$ cat src/rtl/uart_tx_arbiter.sv
// uart_tx_arbiter: round-robin sharing of one UART TX serializer among NUM_REQ byte producers.
// Define TX_ARB_LOCK_EN to build the packet lock (HOLD state, i_Req_Last, idle timeout counter).
module uart_tx_arbiter #(
    parameter int unsigned NUM_REQ      = 2,
    parameter int unsigned LOCK_TIMEOUT = 4096
) (
    input  logic                 CLK,
    input  logic                 RST,
    input  logic [NUM_REQ-1:0]   i_Req_Valid,
    input  logic [8*NUM_REQ-1:0] i_Req_Byte,
    input  logic [NUM_REQ-1:0]   i_Req_Last,
    output logic [NUM_REQ-1:0]   o_Req_Ready,
    output logic [NUM_REQ-1:0]   o_Grant,
    output logic                 o_TX_DV,
    output logic [7:0]           o_TX_Byte,
    input  logic                 i_TX_Active,
    input  logic                 i_TX_Done
);
    localparam int unsigned PW = (NUM_REQ > 1) ? $clog2(NUM_REQ) : 1;

`ifdef TX_ARB_LOCK_EN
    localparam int unsigned CW = $clog2(LOCK_TIMEOUT);
    typedef enum logic [1:0] {IDLE, SEND, WAIT_DONE, HOLD} state_t;
    logic          last_q;
    logic [CW-1:0] cnt;
`else
    typedef enum logic [1:0] {IDLE, SEND, WAIT_DONE} state_t;
    logic unused_c;
    assign unused_c = ^{i_Req_Last, 1'(LOCK_TIMEOUT % 2)};
`endif

    state_t        state;
    logic [PW-1:0] ptr;
    logic [PW-1:0] owner;
    logic [PW-1:0] pick_c;
    logic          any_c;
    logic [7:0]    lane_byte [NUM_REQ];

    for (genvar g = 0; g < NUM_REQ; g++) begin : g_lane
        assign lane_byte[g] = i_Req_Byte[8*g +: 8];
    end

    // First valid lane at or after ptr, scanning upward with wrap.
    always_comb begin
        logic [PW-1:0] idx;
        idx    = '0;
        pick_c = '0;
        any_c  = 1'b0;
        for (int unsigned i = 0; i < NUM_REQ; i++) begin
            idx = PW'((32'(ptr) + i) % NUM_REQ);
            if (!any_c && i_Req_Valid[idx]) begin
                any_c  = 1'b1;
                pick_c = idx;
            end
        end
    end

    always_ff @(posedge CLK or negedge RST) begin
        if (!RST) begin
            state       <= IDLE;
            ptr         <= '0;
            owner       <= '0;
            o_Grant     <= '0;
            o_Req_Ready <= '0;
            o_TX_DV     <= 1'b0;
            o_TX_Byte   <= 8'h00;
`ifdef TX_ARB_LOCK_EN
            last_q      <= 1'b0;
            cnt         <= '0;
`endif
        end else begin
            o_TX_DV     <= 1'b0;
            o_Req_Ready <= '0;
            case (state)
                IDLE: begin
                    // An external serializer user (i_TX_Active) blocks new grants.
                    if (any_c && !i_TX_Active) begin
                        owner       <= pick_c;
                        o_Grant     <= NUM_REQ'(1) << pick_c;
                        o_Req_Ready <= NUM_REQ'(1) << pick_c;
                        o_TX_DV     <= 1'b1;
                        o_TX_Byte   <= lane_byte[pick_c];
`ifdef TX_ARB_LOCK_EN
                        last_q      <= i_Req_Last[pick_c];
`endif
                        state       <= SEND;
                    end
                end
                SEND: state <= WAIT_DONE;
                WAIT_DONE: begin
                    if (i_TX_Done) begin
`ifdef TX_ARB_LOCK_EN
                        if (last_q) begin
                            ptr     <= PW'((32'(owner) + 32'd1) % NUM_REQ);
                            o_Grant <= '0;
                            state   <= IDLE;
                        end else begin
                            cnt   <= '0;
                            state <= HOLD;
                        end
`else
                        ptr     <= PW'((32'(owner) + 32'd1) % NUM_REQ);
                        o_Grant <= '0;
                        state   <= IDLE;
`endif
                    end
                end
`ifdef TX_ARB_LOCK_EN
                HOLD: begin
                    // Only the owner may continue; others wait for release or timeout.
                    if (i_Req_Valid[owner]) begin
                        o_Req_Ready <= NUM_REQ'(1) << owner;
                        o_TX_DV     <= 1'b1;
                        o_TX_Byte   <= lane_byte[owner];
                        last_q      <= i_Req_Last[owner];
                        state       <= SEND;
                    end else if (cnt == CW'(LOCK_TIMEOUT - 1)) begin
                        ptr     <= PW'((32'(owner) + 32'd1) % NUM_REQ);
                        o_Grant <= '0;
                        state   <= IDLE;
                    end else if (cnt != '1) begin
                        cnt <= cnt + CW'(1);
                    end
                end
`endif
                default: state <= IDLE;
            endcase
        end
    end
endmodule

$ cat config.mk
export PLATFORM = sky130hd
export DESIGN_NAME = uart_tx_arbiter
export DESIGN_NICKNAME = d
export VERILOG_FILES = /design/src/rtl/uart_tx_arbiter.sv
export SDC_FILE = /design/constraint.sdc
export NUM_CORES = 1
export LEC_CHECK = 0
export CAP_MARGIN = 20
export CORE_UTILIZATION = 38
export DETAILED_ROUTE_END_ITERATION = 12
export PLACE_DENSITY = 0.8
export SYNTH_ARGS = -nofsm -noshare
export SYNTH_HDL_FRONTEND = slang
export SYNTH_SLANG_ARGS = --single-unit
$ cat constraint.sdc
create_clock -name CLK -period 2.3 [get_ports CLK]
set_input_delay 0.46 -clock CLK [delete_from_list [all_inputs] [get_ports CLK]]
set_output_delay 0.46 -clock CLK [all_outputs]
set_load 0.005 [all_outputs]
## Word level (Yosys, flattened, before mapping)

Index checks and enable logic that the tools add are counted.

- Bits in registers: 17
- Logic and storage cells: 48

- Add/subtract/negate cells: 2
- Magnitude comparators: 3
- Equal/unequal tests: 4
- Shifts and indexed selects: 1
- Mux-type cells: 20
- Bitwise operators: 1
- Reduce and logical (&&, ||, !) cells: 10

Operators by type and width:

| cell | number |
|---|---|
| $mux W8 | 3 |
| $mux W1 | 10 |
| $mux W2 | 5 |
| $pmux W2 S3 | 1 |
| $reduce_and A2 Y1 | 3 |
| $lt A1 B2 Y1 const B | 2 |
| $ne A2 B2 Y1 const B | 2 |
| $pmux W2 S2 | 1 |
| $reduce_and A3 Y1 | 1 |
| $add A1 B1 Y1 const B | 2 |
| $eq A2 B1 Y1 const B | 1 |
| $eq A2 B2 Y1 const B | 1 |
| $ge A2 B2 Y1 const B | 1 |
| $logic_and A1 B1 Y1 | 2 |
| $logic_not A1 Y1 | 2 |
| $logic_not A2 Y1 | 1 |
| $not A1 Y2 | 1 |
| $reduce_bool A2 Y1 | 1 |
| $shl A1 B1 Y2 const A | 1 |

## Depth between registers and ports, before layout

- Depth in word-level cells: 10
- Depth in mapped cells: 4
- Depth with buffers taken out: 3

## Worst setup path before layout

Ideal clock, no wire load.

- Path type: input -> register
- From: input i_TX_Active
- To: register o_TX_Byte[1]
- Arrival time: 1.496 ns
- Slack: 0.677 ns
- Cell stages on the path: 4
- Path through: or3_4 -> or2_4 -> buf_6 -> a221o_2

- Longest elaborated chain between the ends: 3

Ends and longest elaborated chain:

| what | RTL line | RTL |
|---|---|---|
| start, declared | 16 | `input logic i_TX_Active,` |
| $logic_not A1 Y1 | 77 | `if (any_c && !i_TX_Active) begin` |
| $logic_and A1 B1 Y1 | 77 |  |
| $reduce_and A2 Y1 (no line) | -- |  |
| end signal, assigned | 82 | `o_TX_Byte <= lane_byte[pick_c];` |
| end, declared | 15 | `output logic [7:0] o_TX_Byte,` |

Every way passes these cells.
A chain may end at the register's enable or synchronous reset.

## Worst setup path after layout

- From: input i_TX_Active
- To: register o_TX_Byte[6]

The elaborated chain is that of the path after synthesis.

==> impl_metrics.tcl <==
set metrics [dict create \
    start_util_pct 41.61 \
    holdCritPathClass "register to register" \
    post_cts_resized 0 \
    htree_levels 1 \
    dr.pass1.iters 4 \
    portBuffers 34 \
    clock_sinks 17 \
    ys_types 19 \
    antenna_cells 0 \
    start_kind "input port" \
    maxSlewHeadroom_pct 50.94 \
    cp_cell_sequence "clkdlybuf4s50_1 -> or3_4 -> or2_4 -> a221o_2" \
    holdBufCountCts 0 \
    slowest_stage "or3_4" \
    ys_ff_latch 17 \
    cp.arrival_ps 1960 \
    finalPower_mw 1.115 \
    peakVddDrop_mv 0.5377 \
    synth_top_area_share_pct 57.34 \
    yosysMostFrequentCell "dfrtp_1" \
    rsz0062_at_grt "no" \
    clk_pin_slew_ps 100 \
    worst_pin_slew_ps 733.6 \
    period_share_pct 77.75 \
    routed_wl_mm 1.710 \
    antenna_found_initial 0 \
    drtAntennaViolNets 0 \
    grt_pass1_wl_mm 2.573 \
    synth.top_cells.by_area "dfrtp_1 (57%), a221o_2 (12%), nor3_1 (5.4%)" \
    via_count 635 \
    die_w_um 46.19 \
    yosys_warnings 0 \
    grtUsageTotal_pct 17.94 \
    setup_tns_ps 0 \
    rows 15 \
    cp_max_fo 13 \
    overflow 0 \
    coreArea_um2 1783 \
    setup_violations 0 \
    p_leak_nw 0.4867 \
    gp_congestion 0.7074 \
    synth_edf_count 0 \
    status "finished, final reports clean" \
    drv_cap 0 \
    end_kind "register" \
    finalClockSkew_ps 8.916 \
    grt_start_max_net_pins 18 \
    path_buf_inv 1 \
    cts_made_buffers 3 \
    fin_nets 123 \
    ioPinCount 37 \
    dpl.hpwl_mm 1.228 \
    yosys-top-cells-count "dfrtp_1 (17), nand2_1 (9), a221o_2 (8), nor3_1 (8), inv_1 (3)" \
    routedWlPerCell_um 13.90 \
    ctsRootBufferMaster "clkbuf_4" \
    drive_gt1_share_pct 18.37 \
    first_global_vias 598 \
    yosysSeqAreaShare_pct 57.34 \
    synth.avg_cell_area_um2 11.97 \
    async_flop_share_pct 100.0 \
    syn_area_um2 742.0 \
    syn_to_final_growth_pct 51.60 \
    hold_viol 0 \
    cpLargestDelayFamily "simple AND/OR/NAND/NOR gates" \
    syn-num-nets 86 \
    clock.fmax_ghz 0.5592 \
    die_h_um 46.19 \
    post_cts_buffers 0 \
    drt_iter0_markers 14 \
    die-area_um2 2133 \
    cts_tree "done" \
    slowest_delay_ps 410 \
    slew_violations 0 \
    critical_path_class "input port to register" \
    synthCells 62 \
    period_minus_slack_ps 1788 \
    crit_required_ps 2470 \
    synth_ff_type "dfrtp_1" \
    clock_latency_ps 290 \
    viasPerCell 5.163 \
    powerDensity_nw_per_um2 991.1 \
    clock_path_buffers 2 \
    yosysTopAreaCell "dfrtp_1" \
    drcViolationCount 0 \
]
[where the power goes]
group / internal, mW / total, mW / switching [mW]
logic: 0.310 / 0.462 / 0.152
clock network: 0.0675 / 0.158 / 0.0909
registers: 0.419 / 0.494 / 0.0753
total: 0.796 / 1.11 / 0.319
[registers in the layout, indices dropped and copies added, names as in the netlist]
name,cells
o_TX_Byte,8
o_Grant,2
o_Req_Ready,2
state,2
o_TX_DV,1
owner,1
ptr,1
[path summary, 6_finish.rpt]
check,endpoint,from,cells after the start,slack (ps)
setup / recovery,o_TX_Byte[6],i_TX_Active,4,510
hold / removal,owner,owner,1,490
setup reg to reg,o_TX_Byte[6],state[0],3,610
hold reg to reg,owner,owner,1,490
max in group asynchronous,o_Grant[0],RST,1,1240
min in group asynchronous,o_TX_Byte[0],RST,1,590
[placed cells by master, fill, tap and decap left out, drive strengths merged]
cell type	Yosys	routed
clkbuf	2	4
mux2i	1	1
a21o	1	1
nand3b	1	1
nand2	9	9
o21ai	1	1
dfrtp	17	17
clkdlybuf4s50	0	34
inv	3	3
nor3	8	8
nor2	1	1
or3	1	1
nor2b	1	1
nor3b	1	1
nand2b	1	1
a211oi	1	1
buf	2	2
a31o	2	2
a221o	8	8
or2	1	1
[area by class of cell]
type / count / area, um2
clock buffer: 4 / 26.28
multi-input combinational: 38 / 275.3
tap: 25 / 31.28
inverter: 3 / 11.26
sequential: 17 / 425.4
fill: 153 / 658.1
timing repair buffer: 36 / 355.3
[cell families (layout without fill, tap and decap cells)]
group | after synthesis | after routing | share of synthesized area (%)
muxes | 1 | 1 | 1.349
AOI/OAI and AO/OA | 13 | 13 | 18.89
DFF | 17 | 17 | 57.34
and+or+nand+nor | 24 | 24 | 16.86
buffers and inverters | 7 | 43 | 5.565
[metal layers]
metal,global-route usage (%),wire length (um),vias to the layer above
met5,0,0,-
met4,12.35,48,0
met3,4.314,104,5
met2,30.99,801,27
met1,19.00,754,309
li1,-,-,294
[stage by stage]
stage	cell area (um2)	utilization, %	hold slack, ps	worst slack [ps]	cells
floorplan	742.0	-	164.4	677.3	62
global placement	1099	61.61	454.8	196.1	119
detailed placement	1099	61.61	464.7	203.6	119
CTS	1125	63.09	488.0	512.0	123
global route	1125	63.09	500.4	516.3	123
finish	1125	63.09	486.3	511.7	123
Power figures use the tool's default switching activity.
